==> src/rtl/soc_mem_pkg.sv <==
// Shared types and widths for the core memory arbiter slice.
package soc_mem_pkg;

   typedef enum logic {
      SRC_INSTR = 1'b0,
      SRC_DATA  = 1'b1
   } src_e;

   localparam int unsigned MEM_DATA_W = 32;
   localparam int unsigned MEM_BE_W   = 4;

endpackage

==> src/rtl/core_mem_id_fifo.sv <==
// Response-routing FIFO: remembers which port owns each outstanding memory transfer.
module core_mem_id_fifo #(
   parameter int unsigned DEPTH = 2,
   parameter int unsigned WIDTH = 1,
   localparam int unsigned PTR_W = $clog2(DEPTH),
   localparam int unsigned CNT_W = PTR_W + 1
) (
   input  logic             clk_i,
   input  logic             rst_i,
   input  logic             push,
   input  logic [WIDTH-1:0] din,
   input  logic             pop,
   output logic [WIDTH-1:0] dout,
   output logic             full,
   output logic             empty,
   output logic [CNT_W-1:0] count
);

   logic [WIDTH-1:0] r_mem [DEPTH];
   logic [PTR_W-1:0] r_wptr;
   logic [PTR_W-1:0] r_rptr;
   logic [CNT_W-1:0] r_count;
   logic             w_push;
   logic             w_pop;

   assign full   = (r_count == CNT_W'(DEPTH));
   assign empty  = (r_count == '0);
   assign count  = r_count;
   assign dout   = r_mem[r_rptr];
   assign w_push = push & ~full;
   assign w_pop  = pop & ~empty;

   // Pointers wrap naturally because DEPTH is a power of two.
   always_ff @(posedge clk_i or posedge rst_i) begin
      if (rst_i) begin
         r_wptr  <= '0;
         r_rptr  <= '0;
         r_count <= '0;
         for (int i = 0; i < int'(DEPTH); i++) r_mem[i] <= '0;
      end else begin
         if (w_push) begin
            r_mem[r_wptr] <= din;
            r_wptr        <= r_wptr + PTR_W'(1);
         end
         if (w_pop) r_rptr <= r_rptr + PTR_W'(1);
         case ({w_push, w_pop})
            2'b10:   r_count <= r_count + CNT_W'(1);
            2'b01:   r_count <= r_count - CNT_W'(1);
            default: r_count <= r_count;
         endcase
      end
   end

endmodule

==> src/rtl/core_mem_arbiter.sv <==
// Round-robin arbiter merging the instruction and data ports onto one OBI memory port,
// with in-order response steering through an ID FIFO.
module core_mem_arbiter
   import soc_mem_pkg::*;
#(
   parameter int unsigned MAX_OUTSTANDING = 2,
   parameter int unsigned ADDR_W          = 32
) (
   input  logic                  clk_i,
   input  logic                  rst_i,
   input  logic                  instr_req,
   input  logic [ADDR_W-1:0]     instr_addr,
   output logic                  instr_gnt,
   output logic                  instr_rvalid,
   output logic [MEM_DATA_W-1:0] instr_rdata,
   input  logic                  data_req,
   input  logic [ADDR_W-1:0]     data_addr,
   input  logic                  data_we,
   input  logic [MEM_BE_W-1:0]   data_be,
   input  logic [MEM_DATA_W-1:0] data_wdata,
   output logic                  data_gnt,
   output logic                  data_rvalid,
   output logic [MEM_DATA_W-1:0] data_rdata,
   output logic                  mem_req,
   output logic [ADDR_W-1:0]     mem_addr,
   output logic                  mem_we,
   output logic [MEM_BE_W-1:0]   mem_be,
   output logic [MEM_DATA_W-1:0] mem_wdata,
   input  logic                  mem_gnt,
   input  logic                  mem_rvalid,
   input  logic [MEM_DATA_W-1:0] mem_rdata
);

   localparam int unsigned CNT_W = $clog2(MAX_OUTSTANDING) + 1;

   src_e             r_last_grant;
   logic             err_q;
   src_e             w_sel;
   logic             w_full;
   logic             w_empty;
   logic             w_hs;
   logic             w_pop;
   logic [0:0]       w_head;
   logic [CNT_W-1:0] w_count_unused;

   always_comb begin
      w_sel = (r_last_grant == SRC_DATA) ? SRC_INSTR : SRC_DATA;
      if (instr_req && !data_req)      w_sel = SRC_INSTR;
      else if (data_req && !instr_req) w_sel = SRC_DATA;
   end

   assign mem_req   = (instr_req | data_req) & ~w_full;
   assign mem_addr  = (w_sel == SRC_DATA) ? data_addr  : instr_addr;
   assign mem_we    = (w_sel == SRC_DATA) ? data_we    : 1'b0;
   assign mem_be    = (w_sel == SRC_DATA) ? data_be    : 4'hF;
   assign mem_wdata = (w_sel == SRC_DATA) ? data_wdata : 32'h0;

   // Gating with rst_i keeps handshakes and responses silent while reset is held.
   assign w_hs      = mem_req & mem_gnt & ~rst_i;
   assign w_pop     = mem_rvalid & ~w_empty & ~rst_i;
   assign instr_gnt = w_hs & (w_sel == SRC_INSTR);
   assign data_gnt  = w_hs & (w_sel == SRC_DATA);

   assign instr_rvalid = w_pop & (src_e'(w_head) == SRC_INSTR);
   assign data_rvalid  = w_pop & (src_e'(w_head) == SRC_DATA);
   assign instr_rdata  = mem_rdata;
   assign data_rdata   = mem_rdata;

   always_ff @(posedge clk_i or posedge rst_i) begin
      if (rst_i) begin
         r_last_grant <= SRC_DATA;
         err_q        <= 1'b0;
      end else begin
         if (w_hs) r_last_grant <= w_sel;
         // Response with nothing outstanding: sticky protocol error.
         err_q <= err_q | (mem_rvalid & w_empty);
      end
   end

   core_mem_id_fifo #(
      .DEPTH (MAX_OUTSTANDING),
      .WIDTH (1)
   ) u_fifo (
      .clk_i (clk_i),
      .rst_i (rst_i),
      .push  (w_hs),
      .din   (w_sel),
      .pop   (w_pop),
      .dout  (w_head),
      .full  (w_full),
      .empty (w_empty),
      .count (w_count_unused)
   );

endmodule

==> config.mk <==
export PLATFORM = sky130hd
export DESIGN_NAME = core_mem_arbiter
export DESIGN_NICKNAME = d
export VERILOG_FILES = /design/src/rtl/soc_mem_pkg.sv /design/src/rtl/core_mem_id_fifo.sv /design/src/rtl/core_mem_arbiter.sv
export SDC_FILE = /design/constraint.sdc
export NUM_CORES = 1
export LEC_CHECK = 0
export BUFFER_PORTS_ARGS = -buffer_cell sky130_fd_sc_hd__buf_2
export CAP_MARGIN = 5
export CORE_AREA = 2 2 109 111
export CTS_CLUSTER_DIAMETER = 100
export CTS_CLUSTER_SIZE = 25
export DETAILED_ROUTE_END_ITERATION = 6
export DIE_AREA = 0 0 111 113
export GPL_ROUTABILITY_DRIVEN = 0
export PLACE_DENSITY = 0.54
export SLEW_MARGIN = 20
export SYNTH_ARGS = -nofsm -noshare
export SYNTH_HDL_FRONTEND = slang
export SYNTH_SLANG_ARGS = --single-unit
==> constraint.sdc <==
create_clock -name clk_i -period 2.12 [get_ports clk_i]
set_input_delay 0 -clock clk_i [delete_from_list [all_inputs] [get_ports clk_i]]
set_output_delay 0 -clock clk_i [all_outputs]
set_load 0.005 [all_outputs]
# Word level (Yosys, flattened, before mapping)

Cells that the tools add are included.

Reduce and logical (&&, ||, !) cells: 7
Eq/ne operators: 3
Bitwise operators: 19
Magnitude comparators: 3
Add/sub/neg operators: 4
Multiplexer cells: 14

Operators by type and width:

| cell                                                                          | number |
|---|---|
| 32-bit 2-to-1 mux                                                             | 2 |
| 1-bit AND                                                                     | 11 |
| 1-bit 2-to-1 mux                                                              | 8 |
| 1-bit inverter                                                                | 5 |
| 2-bit equality test (second input constant)                                   | 2 |
| 2-bit >= comparator (second input constant)                                   | 2 |
| 4-bit 2-to-1 mux                                                              | 1 |
| 1-bit inverter with 2-bit output                                              | 2 |
| 2-bit case mux with 2 select lines                                            | 1 |
| 1-bit logical AND                                                             | 3 |
| 1-bit adder (second input constant)                                           | 2 |
| 2-bit by 1-bit adder with 2-bit output (second input constant)                | 1 |
| 2-bit bitwise mux                                                             | 1 |
| 2-bit by 1-bit equality test with 1-bit output (second input constant)        | 1 |
| 1-bit zero test                                                               | 2 |
| 2-bit zero test                                                               | 1 |
| 2-bit by 1-bit less-than comparator with 1-bit output (second input constant) | 1 |
| 2-bit nonzero test                                                            | 1 |
| 2-bit by 1-bit subtractor with 2-bit output (second input constant)           | 1 |
| 1-bit demux with 1-bit select                                                 | 1 |
| 1-bit bitwise OR                                                              | 1 |

Input port bits: 139
Output and inout port bits: 138
Word-level logic and storage cells: 56
Flip-flop bits (word level): 7

# Depth between registers and ports, before layout

Depth in word-level cells: 8
Gate-level depth with buffers: 7
Mapped depth without buffers: 7

# Cells and area by module

A second synthesis with hierarchy kept.

Cell total of the unflattened synthesis: 181
Area total of the unflattened synthesis: 1657.8 sq um

Modules (own cells, without submodules):

| module           | cells an instance | area an instance (sq um) | sequential area each (sq um) | instances |
|---|---|---|---|---|
| core_mem_arbiter | 157               | 1371.3                   | 26.3                         | 1 |
| core_mem_id_fifo | 24                | 286.5                    | 150.1                        | 1 |

# Worst setup path after synthesis

OpenSTA, ideal clock, no wires.

Path kind: reg2reg
From: register u_fifo.r_count[1] (netlist: u_fifo.count[1])
To: register u_fifo.r_count[1] (netlist: u_fifo.count[1])
Cell stages (with the launch flop): 7
Required time: 2.041 ns
Path buffers: 1
Arrival time: 1.577 ns
Clock period less this slack: 1.656 ns
Library setup time: 0.079 ns
Path slack: 0.464 ns
Path through: dfrtp_1 > nor2b_2 > or3_1 > buf_2 > ha_1 > nor2_1 > xor2_1

Word-level cells in the longest chain between the ends: 8
Elaborated cells on any way between the ends: 17
Those cells by class: add/sub (2); eq/ne (3); mux (1); bitwise (9); reduce/logical (2)

Ends and longest elaborated chain:

| what                                                                                  | line                                           | source |
|---|---|---|
| start, declared                                                                       | core_mem_id_fifo.sv:22                         | `logic [CNT_W-1:0] r_count;` |
| start signal, assigned                                                                | core_mem_id_fifo.sv:47                         | `2'b10: r_count <= r_count + CNT_W'(1);` |
| start signal, assigned                                                                | core_mem_id_fifo.sv:48                         | `2'b01: r_count <= r_count - CNT_W'(1);` |
| start signal, assigned                                                                | core_mem_id_fifo.sv:49                         | `default: r_count <= r_count;` |
| 2-bit equality test                                                                   | core_mem_id_fifo.sv:26                         | `assign full = (r_count == CNT_W'(DEPTH));` |
| 1-bit inverter                                                                        | core_mem_id_fifo.sv:30, core_mem_arbiter.sv:52 |  |
| 1-bit AND                                                                             | core_mem_arbiter.sv:52                         | `assign mem_req = (instr_req \| data_req) & ~w_full;` |
| 1-bit AND (2 in a row)                                                                | core_mem_arbiter.sv:59                         | `assign w_hs = mem_req & mem_gnt & ~rst_i;` |
| 1-bit AND                                                                             | core_mem_id_fifo.sv:30                         | `assign w_push = push & ~full;` |
| 2-bit by 1-bit equality test with 1-bit output or 2-bit equality test (tied branches) | core_mem_id_fifo.sv:46                         | `case ({w_push, w_pop})` |
| 2-bit case mux with 2 select lines or 2-bit nonzero test (tied branches)              | -                                              |  |

Several ways; a longest one is shown, not always the timed one.
A chain may end at the register's enable or synchronous reset.

# Final worst setup path

From: register r_last_grant
To: output mem_addr[1]

Word-level cells in the longest chain between the ends: 4

Ends and longest elaborated chain:

| what                   | line                   | source |
|---|---|---|
| start, declared        | core_mem_arbiter.sv:36 | `src_e r_last_grant;` |
| start signal, assigned | core_mem_arbiter.sv:74 | `if (w_hs) r_last_grant <= w_sel;` |
| 1-bit 2-to-1 mux       | core_mem_arbiter.sv:47 | `w_sel = (r_last_grant == SRC_DATA) ? SRC_INSTR : SRC_DATA;` |
| 1-bit 2-to-1 mux       | core_mem_arbiter.sv:49 | `else if (data_req && !instr_req) w_sel = SRC_DATA;` |
| 1-bit 2-to-1 mux       | core_mem_arbiter.sv:48 | `if (instr_req && !data_req) w_sel = SRC_INSTR;` |
| 32-bit 2-to-1 mux      | core_mem_arbiter.sv:53 | `assign mem_addr = (w_sel == SRC_DATA) ? data_addr : instr_addr;` |
| end, declared          | core_mem_arbiter.sv:25 | `output logic [ADDR_W-1:0] mem_addr,` |

Every way passes these cells.

==> impl_metrics.env <==
export IMPL_drtPass1Iterations=4
export IMPL_end_kind="output pin"
export IMPL_grt_pass1_vias=1641
export IMPL_r2r_cells=5
export IMPL_syn_area_um2=1620
export IMPL_ys_dominant_reg_cell="dfrtp_1"
export IMPL_areaGrowthSynthToFinish_pct=40.77
export IMPL_async_reset_ff_share_pct=100.0
export IMPL_max_slew_margin_pct=74.04
export IMPL_yosys_register_bits=7
export IMPL_cts_tree="yes"
export IMPL_htreeDepth=1
export IMPL_crit_start="r_last_grant"
export IMPL_fin_worst_skew_ps=0.2613
export IMPL_fin_tns_setup_ps=0
export IMPL_drc_errors=0
export IMPL_dieHeight_um=113
export IMPL_clkLatencyLatePin_ps=230
export IMPL_hpwl_mm=5.378
export IMPL_finalHoldViolations=0
export IMPL_drive_gt1_share_pct=76.79
export IMPL_antenna_found_initial=0
export IMPL_wl_per_cell_um=13.94
export IMPL_diodes=0
export IMPL_hold_slack_ps=0.003860
export IMPL_leakage_uw=0.001297
export IMPL_vias=1571
export IMPL_path_clk_slew_ps=40
export IMPL_cp_max_fo=24
export IMPL_rsz0062_at_grt="no"
export IMPL_fin_nets=434
export IMPL_drtIter0Drc=28
export IMPL_synth_top_cell_area_share_pct=29.65
export IMPL_die_x_um=111
export IMPL_cts_max_path_buffers=2
export IMPL_yosysSeqAreaShare_pct=10.89
export IMPL_ys_warn_count=0
export IMPL_wirelength_mm=6.079
export IMPL_m1WireLength_mm=2.535
export IMPL_synth_largest_area_cell="buf_4"
export IMPL_postRouteAntennaNets=0
export IMPL_slowest_stage="dfstp_2"
export IMPL_synth_area_leaders="buf_4 (30%), mux2_4 (26%), nor2b_1 (14%)"
export IMPL_grt_pass1_wl_mm=8.990
export IMPL_synth_cell_types=25
export IMPL_regToRegSetupSlack_ps=350
export IMPL_final_common_cell="buf_2"
export IMPL_io_pins=277
export IMPL_syn_avg_cell_area_um2=9.103
export IMPL_grt_max_degree=25
export IMPL_cts_buffers_inserted=3
export IMPL_cp_arrival_ps=1910
export IMPL_core_area_um2=11270
export IMPL_slew_viol_final=0
export IMPL_endpoint="mem_addr[1]"
export IMPL_peakVddDrop_mv=0.4706
export IMPL_met3_length_um=739
export IMPL_worst_slew_pin_slew_ps=387.8
export IMPL_timing_final_crit_share_pct=90.25
export IMPL_die_area_um2=12540
export IMPL_grt_overflow_total=0
export IMPL_clock_sinks=7
export IMPL_cap_viol_max_count=0
export IMPL_crit_buf_inv=2
export IMPL_fmax_mhz=522.7
export IMPL_synth_edf_count=0
export IMPL_critical_path_depth=4
export IMPL_r2r_end="u_fifo.count[1]"
export IMPL_top_layer="met4"
export IMPL_powerDensity_nw_per_um2=752.2
export IMPL_start_util_pct=14.37
export IMPL_status="finished clean"
export IMPL_via_per_inst=3.603
export IMPL_rows=39
export IMPL_synth_nets=318
export IMPL_cts_root_buf="clkbuf_16"
export IMPL_crit_family="flip-flops"
export IMPL_most_common_layout_cells="buf_2 (180), nor2b_1 (35), mux2_4 (28)"
export IMPL_r2r_start="u_fifo.count[1]"
export IMPL_cp_start_kind="register"
export IMPL_crit_path_max_incr_delay_ps=530
export IMPL_critPathRequiredTime_ps=2120
export IMPL_setup_viol=0
export IMPL_hold_class="input port to output pin"
export IMPL_path_class="register to output pin"
export IMPL_cts_repair_resized=0
export IMPL_track_usage_pct=8.958
export IMPL_dr_wl_met2_mm=2.768
export IMPL_portBuffers=180
export IMPL_period_minus_slack_ps=1913
export IMPL_cp_cell_sequence="maj3_4 > buf_12 > mux2_2 > buf_2"
export IMPL_synth_cells=178
[power by group]
part	switching (µW)	total (µW)	leakage, µW	internal [µW]
logic	491	1120	0.00118	631
registers	60.8	271	0.0000807	210
clock network	72.9	323	0.0000382	250
total	625	1720	0.00130	1090
[area by class of cell]
type,count,area [µm²]
Clock buffer,4,78.83
Fill cell,1291,8991
Inverter,4,15.01
Multi-Input combinational cell,94,885.9
Sequential cell,7,176.4
Tap cell,143,178.9
Timing Repair Buffer,184,945.9
[per-stage QoR]
stage | worst slack, ps | instances | util [%] | total power [µW] | instance area, µm²
floorplan | 463.6 | 178 | - | 1043 | 1620
global placement | 399.0 | 431 | 19.45 | 1393 | 2192
detailed placement | 361.4 | 431 | 19.45 | 1412 | 2192
CTS | 175.0 | 436 | 20.24 | 1744 | 2281
global route | 124.5 | 436 | 20.24 | 1851 | 2281
finish | 206.7 | 436 | 20.24 | 1716 | 2281
[flip-flops by register name (all words and copies together), names as in the netlist]
| signal | flops |
|---|---|
| r_last_grant | 1 |
| u_fifo.count | 2 |
| u_fifo.r_mem | 2 |
| u_fifo.r_rptr | 1 |
| u_fifo.r_wptr | 1 |
[routing by layer]
layer | vias to the layer above | global-route usage (%)
met5 | - | 0
met4 | 0 | 1.500
met3 | 4 | 4.339
met2 | 142 | 13.58
met1 | 684 | 11.74
li1 | 741 | -
[synthesized netlist by cell type, types with 2 or more instances]
| library cell | count |
|---|---|
| xnor2_1 | 4 |
| inv_1 | 4 |
| mux2i_1 | 2 |
| o31ai_1 | 2 |
| nor2b_1 | 35 |
| clkbuf_1 | 4 |
| nor2_1 | 5 |
| buf_6 | 4 |
| buf_4 | 64 |
| mux2_2 | 4 |
| dfrtp_1 | 6 |
| mux2_4 | 28 |
| or2_2 | 4 |
[timing repair]
item,4_1_cts,5_1_grt
setup buffers,0,0
hold buffers,1,0
endpoints found under the hold margin,7,0
[kinds of logic (layout without fill, tap and decap cells)]
logic type	count (synthesis)	count (layout)	share of synthesized area (%)
xor+xnor	5	5	2.703
fa+ha+maj	2	2	1.467
compound gates	5	5	2.239
flops	7	7	10.89
buf+inv	77	192	34.59
simple gates	48	48	18.15
mux	34	34	29.96
[worst min path at each step]
| stage | slack (ps) | startpoint | cells past startpoint | to |
|---|---|---|---|---|
| after detailed placement | -30 | rst_i | 2 | u_fifo.r_wptr |
| after global routing | 0.01 | mem_rdata[16] | 0 | data_rdata[16] |
| final | 0.004 | mem_rdata[16] | 0 | data_rdata[16] |
| after CTS | 0.05 | mem_rdata[30] | 0 | data_rdata[30] |
| after floorplan | -190 | rst_i | 1 | u_fifo.count[0] |
| after global placement | -40 | rst_i | 2 | u_fifo.count[0] |
No activity file was read; power rests on OpenSTA's default activity.
